$ cat src/rtl/mem_arbiter.sv
// Two-port (instruction fetch / data) arbiter onto one byte-laned memory,
// with fetch starvation protection and a one-cycle response stage.
module mem_arbiter #(
    parameter int unsigned ADDR_W       = 10,
    parameter int unsigned STARVE_LIMIT = 4
) (
    input  logic              clk,
    input  logic              rst_n,
    input  logic              if_req,
    input  logic [31:0]       if_addr,
    output logic              if_gnt,
    output logic              if_rvalid,
    output logic [31:0]       if_rdata,
    output logic              if_err,
    input  logic              d_req,
    input  logic              d_we,
    input  logic [31:0]       d_addr,
    input  logic [31:0]       d_wdata,
    input  logic [3:0]        d_be,
    output logic              d_gnt,
    output logic              d_rvalid,
    output logic [31:0]       d_rdata,
    output logic              d_err,
    output logic [ADDR_W-1:0] mem_addr,
    output logic [3:0]        mem_we,
    output logic [31:0]       mem_wdata,
    input  logic [31:0]       mem_rdata
);

    localparam int unsigned CNT_W = 4;
    localparam logic [CNT_W-1:0] LIMIT = CNT_W'(STARVE_LIMIT);

    typedef struct packed {
        logic valid;
        logic owner_d;
        logic is_write;
        logic err;
    } rsp_t;

    logic [CNT_W-1:0]  starve_q, starve_d;
    rsp_t              rsp_q, rsp_d;
    logic [ADDR_W-1:0] addr_q, addr_d;
    logic              starved, if_ok, d_ok;

    // Arbitration, memory request and response decode
    always_comb begin
        starved   = (starve_q == LIMIT);
        if_ok     = (if_addr[31:12] == 20'd1) && (if_addr[1:0] == 2'b00);
        d_ok      = (d_addr[31:12] == 20'd1) && (d_addr[1:0] == 2'b00);

        if_gnt    = rst_n & if_req & (~d_req | starved);
        d_gnt     = rst_n & d_req & ~if_gnt;

        mem_addr  = addr_q;
        mem_we    = 4'b0000;
        mem_wdata = 32'd0;
        if (if_gnt) begin
            mem_addr = if_addr[ADDR_W+1:2];
        end else if (d_gnt) begin
            mem_addr = d_addr[ADDR_W+1:2];
            if (d_we) begin
                mem_wdata = d_wdata;
                if (d_ok) mem_we = d_be;
            end
        end
        addr_d = mem_addr;

        starve_d = '0;
        if (if_req && !if_gnt) starve_d = starved ? starve_q : starve_q + CNT_W'(1);

        rsp_d = '0;
        if (if_gnt) begin
            rsp_d.valid = 1'b1;
            rsp_d.err   = ~if_ok;
        end else if (d_gnt) begin
            rsp_d.valid    = 1'b1;
            rsp_d.owner_d  = 1'b1;
            rsp_d.is_write = d_we;
            rsp_d.err      = ~d_ok;
        end

        // Gating with rst_n drops a response whose grant preceded reset
        if_rvalid = rst_n & rsp_q.valid & ~rsp_q.owner_d;
        d_rvalid  = rst_n & rsp_q.valid & rsp_q.owner_d;
        if_err    = if_rvalid & rsp_q.err;
        d_err     = d_rvalid & rsp_q.err;
        if_rdata  = (if_rvalid && !rsp_q.err) ? mem_rdata : 32'd0;
        d_rdata   = (d_rvalid && !rsp_q.err && !rsp_q.is_write) ? mem_rdata : 32'd0;
    end

    always_ff @(posedge clk) begin
        if (!rst_n) begin
            starve_q <= '0;
            rsp_q    <= '0;
            addr_q   <= '0;
        end else begin
            starve_q <= starve_d;
            rsp_q    <= rsp_d;
            addr_q   <= addr_d;
        end
    end

endmodule

$ cat config.mk
export PLATFORM = sky130hd
export DESIGN_NAME = mem_arbiter
export DESIGN_NICKNAME = d
export VERILOG_FILES = /design/src/rtl/mem_arbiter.sv
export SDC_FILE = /design/constraint.sdc
export NUM_CORES = 1
export LEC_CHECK = 0
export ABC_CLOCK_PERIOD_IN_PS = 2150
export BUFFER_PORTS_ARGS = -buffer_cell sky130_fd_sc_hd__clkbuf_2
export CAP_MARGIN = 20
export CORE_AREA = 2 2 99 101
export DETAILED_ROUTE_END_ITERATION = 6
export DIE_AREA = 0 0 101 103
export GPL_ROUTABILITY_DRIVEN = 0
export SLEW_MARGIN = 25
export SYNTH_ARGS = -nofsm -noshare
export SYNTH_HDL_FRONTEND = slang
export SYNTH_SLANG_ARGS = --single-unit
$ cat constraint.sdc
create_clock -name clk -period 2.15 [get_ports clk]
set_clock_uncertainty 0.2 [all_clocks]
set_input_delay 0.3225 -clock clk [delete_from_list [all_inputs] [get_ports clk]]
set_output_delay 0.3225 -clock clk [all_outputs]
set_load 0.01 [all_outputs]
; ---- After elaboration in Yosys (flattened, before gate mapping)
; Index checks and enable logic that the tools add are counted.
[op_classes]
n_eq_ne = 3
addsub = 1
reduce_logical = 14
bitwise_logic = 17
mux = 14
[ops]
columns = operator, n
row1 = 32-bit two-way mux, 5
row2 = "20-bit by 1-bit == test with 1-bit output, second input constant", 2
row3 = 10-bit two-way mux, 2
row4 = 4-bit two-way mux, 5
row5 = 1-bit bitwise AND, 9
row6 = 1-bit inverter, 7
row7 = 1-bit logical AND, 6
row8 = "4-bit by 1-bit adder with 4-bit output, second input constant", 1
row9 = "4-bit by 3-bit == test with 1-bit output, second input constant", 1
row10 = 2-bit logical NOT, 2
row11 = 1-bit logical NOT, 3
row12 = 3-bit OR reduction, 1
row13 = 1-bit two-way mux, 2
row14 = 2-bit AND reduction, 1
row15 = 2-bit OR reduction, 1
row16 = 1-bit bitwise OR, 1
[totals]
regBits = 18
inputBits = 137
out_inout_bits = 116

; ---- Depth between registers and ports, before layout
; Gate-level depths: netlist of run 1.
[depth]
ltp_word = 7
mapped_depth = 7
depth_no_buf = 6

; ---- Least setup slack after synthesis of run 1
; No wires, ideal clock.
[synth_timing]
path_kind = reg-to-output
startpoint = reg starve_q[0]
endpoint = out mem_we[0]
path_stages_with_launch = 8
slack_ps = 37
t_arrival_ps = 1590
required_time_ps = 1627
n_path_buf = 1
cell_sequence = dfxtp_1 > inv_1 > ha_1 > nand3b_1 > a21oi_4 > buf_6 > nor4_1 > and2_1
[synth_via]
elab_chain_len = 7
[synth_lines]
columns = element, line_no
row1 = start: declaration, 40  ; logic [CNT_W-1:0] starve_q, starve_d;
row2 = start signal: assignment, 97  ; starve_q <= starve_d;
row3 = 4-bit by 3-bit == test with 1-bit output (*), 47  ; starved = (starve_q == LIMIT);
row4 = 1-bit bitwise OR (*), 51  ; if_gnt = rst_n & if_req & (~d_req | starved);
row5 = 1-bit bitwise AND (*), 51
row6 = via if_gnt, 11  ; output logic if_gnt,
row7 = 1-bit inverter, 52  ; d_gnt = rst_n & d_req & ~if_gnt;
row8 = 1-bit bitwise AND, 52
row9 = 4-bit two-way mux, 59  ; end else if (d_gnt) begin
row10 = 4-bit two-way mux (*), 57  ; if (if_gnt) begin
row11 = end: declaration, 25  ; output logic [3:0] mem_we,
; Mark *: on every way through the listed nets, which the timed path passes. The rest lies on a longest branch.

; ---- Worst setup path after layout of run 1
[layout_timing]
startpoint = reg starve_q[1]
endpoint = out mem_addr[8]
[layout_via]
elab_chain_len = 7
[layout_lines]
columns = element, line_no
row1 = 4-bit by 3-bit == test with 1-bit output (*), 47
row2 = 1-bit bitwise OR (*), 51
row3 = 1-bit bitwise AND (*), 51
row4 = 1-bit inverter, 52
row5 = 1-bit bitwise AND, 52
row6 = 10-bit two-way mux, 59
row7 = 10-bit two-way mux (*), 57
row8 = end: declaration, 24  ; output logic [ADDR_W-1:0] mem_addr,
; Mark *: on every way between the ends. The rest lies on a longest branch, timed or not.

==> flow_metrics.env, run 1 <==
export IMPL_status="finished with violations"
export IMPL_violations="negative setup slack"
export IMPL_min_period_over_period_pct=109.5
export IMPL_grt_pass1_wl_mm=9.873
export IMPL_worst_pin_slew_ps=361.3
export IMPL_drt_initial_drc_count=42
export IMPL_clk_transition_reported_paths_ps=70
export IMPL_slew_limit_headroom_pct=75.83
export IMPL_finalWirelength_mm=7.827
export IMPL_antenna_diode_count=0
export IMPL_ys_seq_area_share_pct=21.32
export IMPL_final_core_util_pct=35.74
export IMPL_finalNonFillerCells=583
export IMPL_die_h_um=103
export IMPL_insertion_delay_ps=250
export IMPL_crit_type="reg -> out"
export IMPL_setup_viol=46
export IMPL_clock_sinks=18
export IMPL_slew_viol_final=0
export IMPL_htree_num_levels=1
export IMPL_cap_violations=0
export IMPL_synth_warnings=0
export IMPL_dp_hpwl_mm=6.726
export IMPL_final_antenna_net_count=0
export IMPL_grt_overflow=0
export IMPL_numPortBuffers=252
export IMPL_pre_cts_ws_ps=22.08
export IMPL_fp_dieW_um=101
export IMPL_initial_utilization_pct=17.87
export IMPL_finalCriticalPeriod_ps=2354
export IMPL_end_kind="output port"
export IMPL_area_growth_pct=100.0
export IMPL_grt_pass1_vias=2035
export IMPL_hold_viol=0
export IMPL_layout_setup_ws_ps=-204.0
export IMPL_layout_commonest_cell="clkbuf_2"
export IMPL_vias=2428
export IMPL_vdd_drop_max_uv=261.3
export IMPL_core_sq_mm=0.009459
export IMPL_cts_tree="yes"
export IMPL_drc=0
export IMPL_core_rowCount=36
export IMPL_hold_ws_ps=118.0
export IMPL_mostFrequentLayoutCells="241 x clkbuf_2, 111 x and2_1, 16 x mux2_4, 15 x dfxtp_1, 11 x buf_6"
export IMPL_fmax_mhz=424.8
export IMPL_grt_antenna_before_repair=1
export IMPL_hp_class="in -> reg"
export IMPL_syn_inst=210
export IMPL_syn_num_nets=349
export IMPL_rsz0062_at_grt="yes"
export IMPL_fin_nets=609
export IMPL_multi_input_area_sq_mm=0.001295
export IMPL_syn_area_per_cell_sq_um=8.049
export IMPL_worstReg2RegStart="starve_q[1]$_SDFFE_PN0N_"
export IMPL_cp_start_kind="flop"
export IMPL_clk_path_buf_depth=2
export IMPL_crit_start="starve_q[1]$_SDFFE_PN0N_"
export IMPL_min_from="if_addr[16]"
export IMPL_synthArstFlopShare_pct=0
export IMPL_cp_max_fo=6
export IMPL_required_ps=1630
export IMPL_stdcell_area_sq_mm=0.003381
export IMPL_fillers=980
export IMPL_grt_usage_pct=11.88
export IMPL_synth_distinct_cells=32
export IMPL_drive_above_1_share_pct=64.39
export IMPL_routedWlPerCell_um=13.43
export IMPL_regArea_sq_um=364.1
export IMPL_dr_pass1_iters=4
export IMPL_cts_root_buf="clkbuf_8"
export IMPL_dp_cells=573
export IMPL_powerDensity_mw_per_mm2=309.3
export IMPL_synth_ff_type="dfxtp_1"
export IMPL_vias_per_cell=4.165
export IMPL_p_leak_uw=0.001956
export IMPL_cts_inserted_buffers=3
export IMPL_synth_area_sq_mm=0.001690
export IMPL_ys_seq_elements=18
export IMPL_grt_max_degree=34
export IMPL_ios=253
export IMPL_synth_edf_count=0
export IMPL_cp_arrival_ps=1830
export IMPL_place_area_sq_mm=0.003152
export IMPL_fp_dieArea_sq_mm=0.01040
==> cells by family (layout without fill, tap and decap cells) <==
| kind of cell | after synthesis | in the layout | synth area share [%] |
|---|---|---|---|
| xor gates and xnor gates | 2 | 2 | 1.036 |
| muxes | 18 | 18 | 15.10 |
| adders and majority gates | 2 | 2 | 1.480 |
| and+or+nand+nor | 146 | 146 | 52.41 |
| DFF | 18 | 18 | 21.32 |
| AOI/OAI and AO/OA | 8 | 8 | 4.146 |
| buffers and inverters | 16 | 275 | 4.515 |
==> Yosys cell counts (2+ instances only) <==
cell type	n	area [sq um]
nand3_1	2	10.01
and2_1	111	694.4
nand2_1	3	11.26
nand4_1	3	18.77
mux2_4	14	210.2
mux2_2	4	45.04
inv_1	3	11.26
nor4b_1	2	17.52
dfxtp_1	18	360.4
nor4_1	8	50.05
nor2_1	10	37.54
clkbuf_1	10	37.54
buf_6	2	22.52
ha_1	2	25.02
==> repair_timing <==
item / CTS / global route
hold buffers: 0 / 0
endpoints found under the setup margin: 47 / 77
cloned: 1 / 2
endpoints found under the hold margin: 0 / 0
pin swaps: 2 / 3
gates resized for setup: 5 / 29
setup buffers: 3 / 1
==> flip-flops by register name, summed over array words and instances, names as in the netlist <==
signal / cells
starve_q: 4
rsp_q: 4
addr_q: 10
==> routing by layer <==
| metal | GRT usage (%) | part of all wire, % | vias up |
|---|---|---|---|
| met5 | 0 | 0.17 | - |
| li1 | - | - | 1199 |
| met1 | 15.41 | 42 | 1097 |
| met3 | 2.576 | 8.5 | 4 |
| met2 | 20.97 | 50 | 126 |
| met4 | 1.247 | 0.24 | 2 |
==> where the power goes <==
part	switching, uW	internal [uW]	leakage, uW
clock network	109	162	0.0000288
registers	8.58	352	0.000149
logic	171	243	0.00178
total	288	757	0.00196
==> critical path: stages (launching register included) <==
cell	delay (ps)
dfxtp_2	330
inv_2	40
ha_2	150
nand3b_1	160
a21oi_4	280
buf_4	190
mux2_4	300
clkbuf_2	130
==> metrics by stage <==
step	total power [uW]	TNS (ps)
final	1046	-7095
after global routing	1118	-12480
after floorplan	529.2	0
after global placement	745.7	0
after CTS	1033	-7513
after detailed placement	751.6	0
==> final timing paths <==
path | to | slack, ps | cells past startpoint
hold reg to reg | starve_q[0]$_SDFFE_PN0N_ | 310 | 2
setup / recovery | mem_addr[8] | -200 | 7
setup reg to reg | addr_q[8]$_SDFF_PN0_ | 220 | 7
hold / removal | rsp_q[0]$_SDFF_PN0_ | 120 | 3
==> cell type report <==
class	instances	share of cell area, %
Clock buffer	4	1.628
Inverter	3	0.3331
Multi-Input combinational cell	176	38.30
Sequential cell	18	10.77
Tap cell	114	4.219
Timing Repair Buffer	268	44.74
Note: power is estimated with default switching activity, not from simulation.
==> run 2: changes to the inputs <==
- PLACE_DENSITY: unset -> 0.54
- SLEW_MARGIN: 25 -> 40
==> run 2 against run 1 <==
Against the previous run: final area increased by 0.44%; the run still ends with negative setup slack left; critical path depth unchanged; maximum frequency increased by 2.6%; sequential power about the same; worst hold slack improved by 5.3 ps; worst setup slack improved by 61 ps; first-iteration DRC count decreased by 21%; sequential cell count unchanged; total power increased by 1.2%; count of clock-buffer cells in the layout unchanged; core utilization increased by 0.16 points; critical path type unchanged; final cell count increased by 0.69%.
==> flow_metrics.env, run 2 (synthesized netlist as in run 1, its figures left out) <==
export IMPL_hold_buffers=0
export IMPL_fmax_mhz=436.0
export IMPL_clock_sinks=18
export IMPL_fp_dieW_um=101
export IMPL_layout_setup_ws_ps=-143.4
export IMPL_vias=2402
export IMPL_powerDensity_mw_per_mm2=311.7
export IMPL_reg2reg_slack_ps=160
export IMPL_p_clk_share_pct=25.9
export IMPL_core_sq_mm=0.009459
export IMPL_cp_arrival_ps=1770
export IMPL_multi_input_area_sq_mm=0.001301
export IMPL_final_antenna_net_count=0
export IMPL_slew_viol_final=0
export IMPL_fp_dieArea_sq_mm=0.01040
export IMPL_layout_commonest_cell="clkbuf_2"
export IMPL_slew_limit_headroom_pct=74.93
export IMPL_cap_violations=0
export IMPL_die_h_um=103
export IMPL_clk_path_buf_depth=2
export IMPL_grt_overflow=0
export IMPL_fin_nets=613
export IMPL_cp_max_fo=7
export IMPL_cts_tree="yes"
export IMPL_numPortBuffers=252
export IMPL_vdd_drop_max_uv=324.9
export IMPL_finalNonFillerCells=587
export IMPL_tns_ps=-4345
export IMPL_fillers=995
export IMPL_worstReg2RegStart="starve_q[1]$_SDFFE_PN0N_"
export IMPL_cts_root_buf="clkbuf_8"
export IMPL_grt_pass1_wl_mm=9.998
export IMPL_grt_max_degree=34
export IMPL_insertion_delay_ps=250
export IMPL_top_regs="addr_q: 10 flops, rsp_q: 4 flops, starve_q: 4 flops"
export IMPL_min_period_over_period_pct=106.7
export IMPL_swShare_pct=27.48
export IMPL_status="finished with violations"
export IMPL_r2r_end="addr_q[2]$_SDFF_PN0_"
export IMPL_clk_transition_reported_paths_ps=70
export IMPL_area_growth_pct=100.9
export IMPL_whs_path_depth=3
export IMPL_mostFrequentLayoutCells="242 x clkbuf_2, 111 x and2_1, 16 x mux2_4, 16 x dfxtp_1, 14 x buf_4"
export IMPL_worst_pin_slew_ps=371.2
export IMPL_hold_ws_ps=123.3
export IMPL_drive_above_1_share_pct=64.90
export IMPL_initial_utilization_pct=17.87
export IMPL_grt_pass1_vias=2073
export IMPL_violations="negative setup slack"
export IMPL_dp_cells=575
export IMPL_dr_pass1_iters=4
export IMPL_required_ps=1630
export IMPL_regArea_sq_um=362.8
export IMPL_crit_type="reg -> out"
export IMPL_setup_viol=46
export IMPL_routedWlPerCell_um=12.72
export IMPL_htree_num_levels=1
export IMPL_drc=0
export IMPL_grt_antenna_before_repair=2
export IMPL_vias_per_cell=4.092
export IMPL_p_switching_uw=290.9
export IMPL_hold_viol=0
export IMPL_share_seq_of_total_power_pct=34.0
export IMPL_ios=253
export IMPL_rsz0062_at_grt="yes"
export IMPL_grt_usage_pct=12.21
export IMPL_core_rowCount=36
export IMPL_antenna_diode_count=0
export IMPL_hp_class="in -> reg"
export IMPL_p_leak_uw=0.001963
export IMPL_cp_start_kind="flop"
export IMPL_finalCriticalPeriod_ps=2293
export IMPL_end_kind="output port"
export IMPL_top_register="addr_q"
export IMPL_dp_hpwl_mm=6.528
export IMPL_combPwrFrac_pct=40.1
export IMPL_p_int_uw=767.7
export IMPL_power_total_uw=1059
export IMPL_drt_initial_drc_count=33
export IMPL_min_from="if_addr[16]"
export IMPL_hold_path_end="rsp_q[0]$_SDFF_PN0_"
export IMPL_largest_reg_flops=10
export IMPL_cts_inserted_buffers=3
export IMPL_reg2reg_depth=11
export IMPL_finalWirelength_mm=7.467
==> run 2: cell count changes in the layout (fill, tap and decap cells not counted), sizes merged <==
cell and delta:
clkbuf -1, buf +5
==> run 2: area by class of cell <==
type	instances	area share (%)
multi-input cells	176	38.32
inverters	3	0.3316
well taps	114	4.200
repair buffers	272	44.84
clock buffers	4	1.621
flip-flops and latches	18	10.69
==> run 2: critical path, cell delays in order (launching register included) <==
cell      delay [ps]
dfxtp_2          320
inv_2             60
ha_4             120
nand3b_1         130
a21oi_4          270
buf_6            180
mux2_4           320
buf_6            120
==> run 2: worst max-delay path by stage <==
stage	start	to	slack [ps]	cells past startpoint
final	starve_q[1]$_SDFFE_PN0N_	mem_addr[6]	-140	7
after global routing	starve_q[1]$_SDFFE_PN0N_	mem_addr[8]	-250	7
after CTS	starve_q[1]$_SDFFE_PN0N_	mem_addr[6]	-150	7
after detailed placement	d_addr[15]	mem_we[1]	-40	7
after global placement	d_addr[15]	mem_we[1]	-160	7
after floorplan	starve_q[0]$_SDFFE_PN0N_	mem_we[0]	40	7
==> run 2: per-stage QoR <==
| step | util [%] | instance area, sq um | setup slack, ps |
|---|---|---|---|
| floorplan | - | 1690 | 37.03 |
| global placement | 33.48 | 3167 | -158.8 |
| detailed placement | 33.48 | 3167 | -39.15 |
| CTS | 35.13 | 3323 | -147.4 |
| global route | 35.90 | 3396 | -250.6 |
| finish | 35.90 | 3396 | -143.4 |
==> run 2: power groups by stage <==
stage | combinational [uW] | sequential [uW] | clock, uW
floorplan | 166 | 364 | 0
global placement | 376 | 367 | 0
detailed placement | 381 | 367 | 0
CTS | 400 | 360 | 288
global route | 463 | 361 | 302
finish | 424 | 360 | 274
==> run 2: metal layers <==
metal  vias to the layer above  GRT usage (%)  part of all wire [%]
met4                         4          1.559                  0.40
met5                         -              0                  0.31
met3                         6          2.983                   8.9
met2                       121          23.18                    51
li1                       1208              -                     -
met1                      1063          14.24                    39
==> run 2: what timing repair did <==
action                     4_1_cts  5_1_grt
gates resized for setup         14       22
buffers inserted                 8        0
cloned                           0        0
setup endpoints to repair       46       47
pin swaps                        5        2
==> run 3: changes to the inputs <==
- SETUP_SLACK_MARGIN: unset -> 0.2
==> run 3 against run 2 <==
Against the previous run: clock power about the same; sequential share of layout area fell by 1.7 points; via count increased by 2.5%; maximum frequency increased by 2.6%; sequential cell count unchanged; largest cell class unchanged; critical path type unchanged; the flow still finishes with violations (negative setup slack); combinational power is 12% higher; total power increased by 5.2%.
==> flow_metrics.env, run 3 (synthesized netlist as in run 1, its figures left out) <==
export IMPL_status="finished with violations"
export IMPL_violations="negative setup slack"
export IMPL_cp_start_kind="flop"
export IMPL_drt_initial_drc_count=34
export IMPL_core_sq_mm=0.009459
export IMPL_p_clk_share_pct=24.9
export IMPL_worst_pin_slew_ps=312.8
export IMPL_initial_utilization_pct=17.87
export IMPL_grt_usage_pct=11.69
export IMPL_slew_viol_final=0
export IMPL_grt_overflow=0
export IMPL_cp_max_fo=33
export IMPL_crit_start="starve_q[0]$_SDFFE_PN0N_"
export IMPL_combPwrFrac_pct=42.7
export IMPL_p_int_uw=798.9
export IMPL_grt_pass1_vias=2085
export IMPL_reg2reg_depth=7
export IMPL_numPortBuffers=252
export IMPL_hp_class="in -> reg"
export IMPL_cts_root_buf="clkbuf_8"
export IMPL_antenna_diode_count=0
export IMPL_finalWirelength_mm=8.291
export IMPL_layout_setup_ws_ps=-85.53
export IMPL_dr_pass1_iters=4
export IMPL_clk_path_buf_depth=2
export IMPL_dp_hpwl_mm=5.971
export IMPL_finalCriticalPeriod_ps=2236
export IMPL_crit_end="mem_wdata[8]"
export IMPL_clock_sinks=18
export IMPL_insertion_delay_ps=250
export IMPL_tns_ps=-1385
export IMPL_largest_reg_flops=10
export IMPL_reg2reg_slack_ps=360
export IMPL_cts_tree="yes"
export IMPL_final_antenna_net_count=0
export IMPL_area_growth_pct=141.7
export IMPL_end_kind="output port"
export IMPL_grt_antenna_before_repair=0
export IMPL_clk_transition_reported_paths_ps=80
export IMPL_mostFrequentLayoutCells="183 x clkbuf_2, 69 x buf_6, 67 x and2_4, 44 x and2_1, 16 x mux2_4"
export IMPL_final_core_util_pct=43.19
export IMPL_ios=253
export IMPL_top_regs="addr_q: 10 flops, rsp_q: 4 flops, starve_q: 4 flops"
export IMPL_htree_num_levels=1
export IMPL_fp_dieW_um=101
export IMPL_fin_nets=618
export IMPL_cp_arrival_ps=1710
export IMPL_setup_viol=43
export IMPL_vdd_drop_max_uv=346.0
export IMPL_crit_type="reg -> out"
export IMPL_fp_dieArea_sq_mm=0.01040
export IMPL_layout_commonest_cell="clkbuf_2"
export IMPL_p_leak_uw=0.002204
export IMPL_cap_violations=0
export IMPL_hold_buffers=0
export IMPL_routedWlPerCell_um=14.01
export IMPL_share_seq_of_total_power_pct=32.4
export IMPL_slew_limit_headroom_pct=78.99
export IMPL_vias_per_cell=4.160
export IMPL_fmax_mhz=447.3
export IMPL_vias=2463
export IMPL_min_period_over_period_pct=104.0
export IMPL_grt_pass1_wl_mm=9.804
export IMPL_worstReg2RegStart="starve_q[1]$_SDFFE_PN0N_"
export IMPL_powerDensity_mw_per_mm2=272.5
export IMPL_drc=0
export IMPL_required_ps=1630
export IMPL_hold_viol=0
export IMPL_drive_above_1_share_pct=80.13
export IMPL_core_rowCount=36
export IMPL_swShare_pct=28.24
export IMPL_die_h_um=103
export IMPL_pre_cts_ws_ps=-25.91
export IMPL_grt_max_degree=34
export IMPL_cts_inserted_buffers=3
export IMPL_top_register="addr_q"
export IMPL_r2r_end="addr_q[8]$_SDFF_PN0_"
export IMPL_p_switching_uw=314.5
export IMPL_rsz0062_at_grt="yes"
## run 3: cell types whose count changed in the layout (fill, tap and decap cells not counted), sizes merged
cell / delta
buf: +63
clkbuf: -58
## run 3: worst max-delay path: stages, from the launching register on
cell	delay, ps
dfxtp_2	340
inv_2	40
ha_4	140
nand3b_1	130
a21oi_4	90
nor2_1	190
buf_12	180
and2_1	190
clkbuf_2	150
## run 3: how the worst min path moves through the flow
| stage | startpoint | end | slack [ps] | cells past startpoint |
|---|---|---|---|---|
| global route | if_addr[19] | rsp_q[0]$_SDFF_PN0_ | 110 | 3 |
| CTS | if_addr[19] | rsp_q[0]$_SDFF_PN0_ | 100 | 3 |
| detailed placement | starve_q[0]$_SDFFE_PN0N_ | starve_q[0]$_SDFFE_PN0N_ | 240 | 1 |
| floorplan | starve_q[0]$_SDFFE_PN0N_ | starve_q[0]$_SDFFE_PN0N_ | 220 | 1 |
| finish | if_addr[19] | rsp_q[0]$_SDFF_PN0_ | 90 | 3 |
| global placement | starve_q[0]$_SDFFE_PN0N_ | starve_q[0]$_SDFFE_PN0N_ | 230 | 1 |
## run 3: area by class of cell
type | instances | area, sq um
clock buffers | 4 | 55.05
fillers | 913 | 5374
inverters | 3 | 11.26
multi-input cells | 176 | 1493
flip-flops and latches | 18 | 365.4
well taps | 114 | 142.6
repair buffers | 277 | 2018
## run 3: power by group through the flow
stage / clock network [uW] / logic [uW] / registers (uW)
2_1_floorplan: 0 / 168 / 364
3_3_place_gp: 0 / 376 / 367
3_5_place_dp: 0 / 380 / 367
4_1_cts: 286 / 408 / 360
5_1_grt: 307 / 513 / 363
6_report: 277 / 476 / 361
## run 3: what timing repair did
action | CTS | global route
pin swaps | 6 | 62
gates cloned | 2 | 4
endpoints found under the setup margin | 80 | 112
endpoints found under the hold margin | 0 | 0
gates resized for setup | 47 | 180
setup buffers | 9 | 2
## run 3: per-stage QoR
| stage | total power, uW | hold slack (ps) | cells | cell area [sq um] |
|---|---|---|---|---|
| floorplan | 532.5 | 218.0 | 210 | 1739 |
| detailed placement | 746.8 | 236.3 | 571 | 3179 |
| CTS | 1054 | 99.42 | 586 | 3512 |
| global route | 1183 | 109.2 | 592 | 4085 |
| global placement | 743.2 | 234.1 | 571 | 3179 |
| finish | 1113 | 94.59 | 592 | 4085 |
## run 3: layer usage
metal	share of wire (%)	vias up	global-route usage, %
met5	0	-	0
met4	0.87	0	1.247
met3	6.7	6	1.966
met2	52	118	21.28
met1	40	1119	14.97
li1	-	1220	-
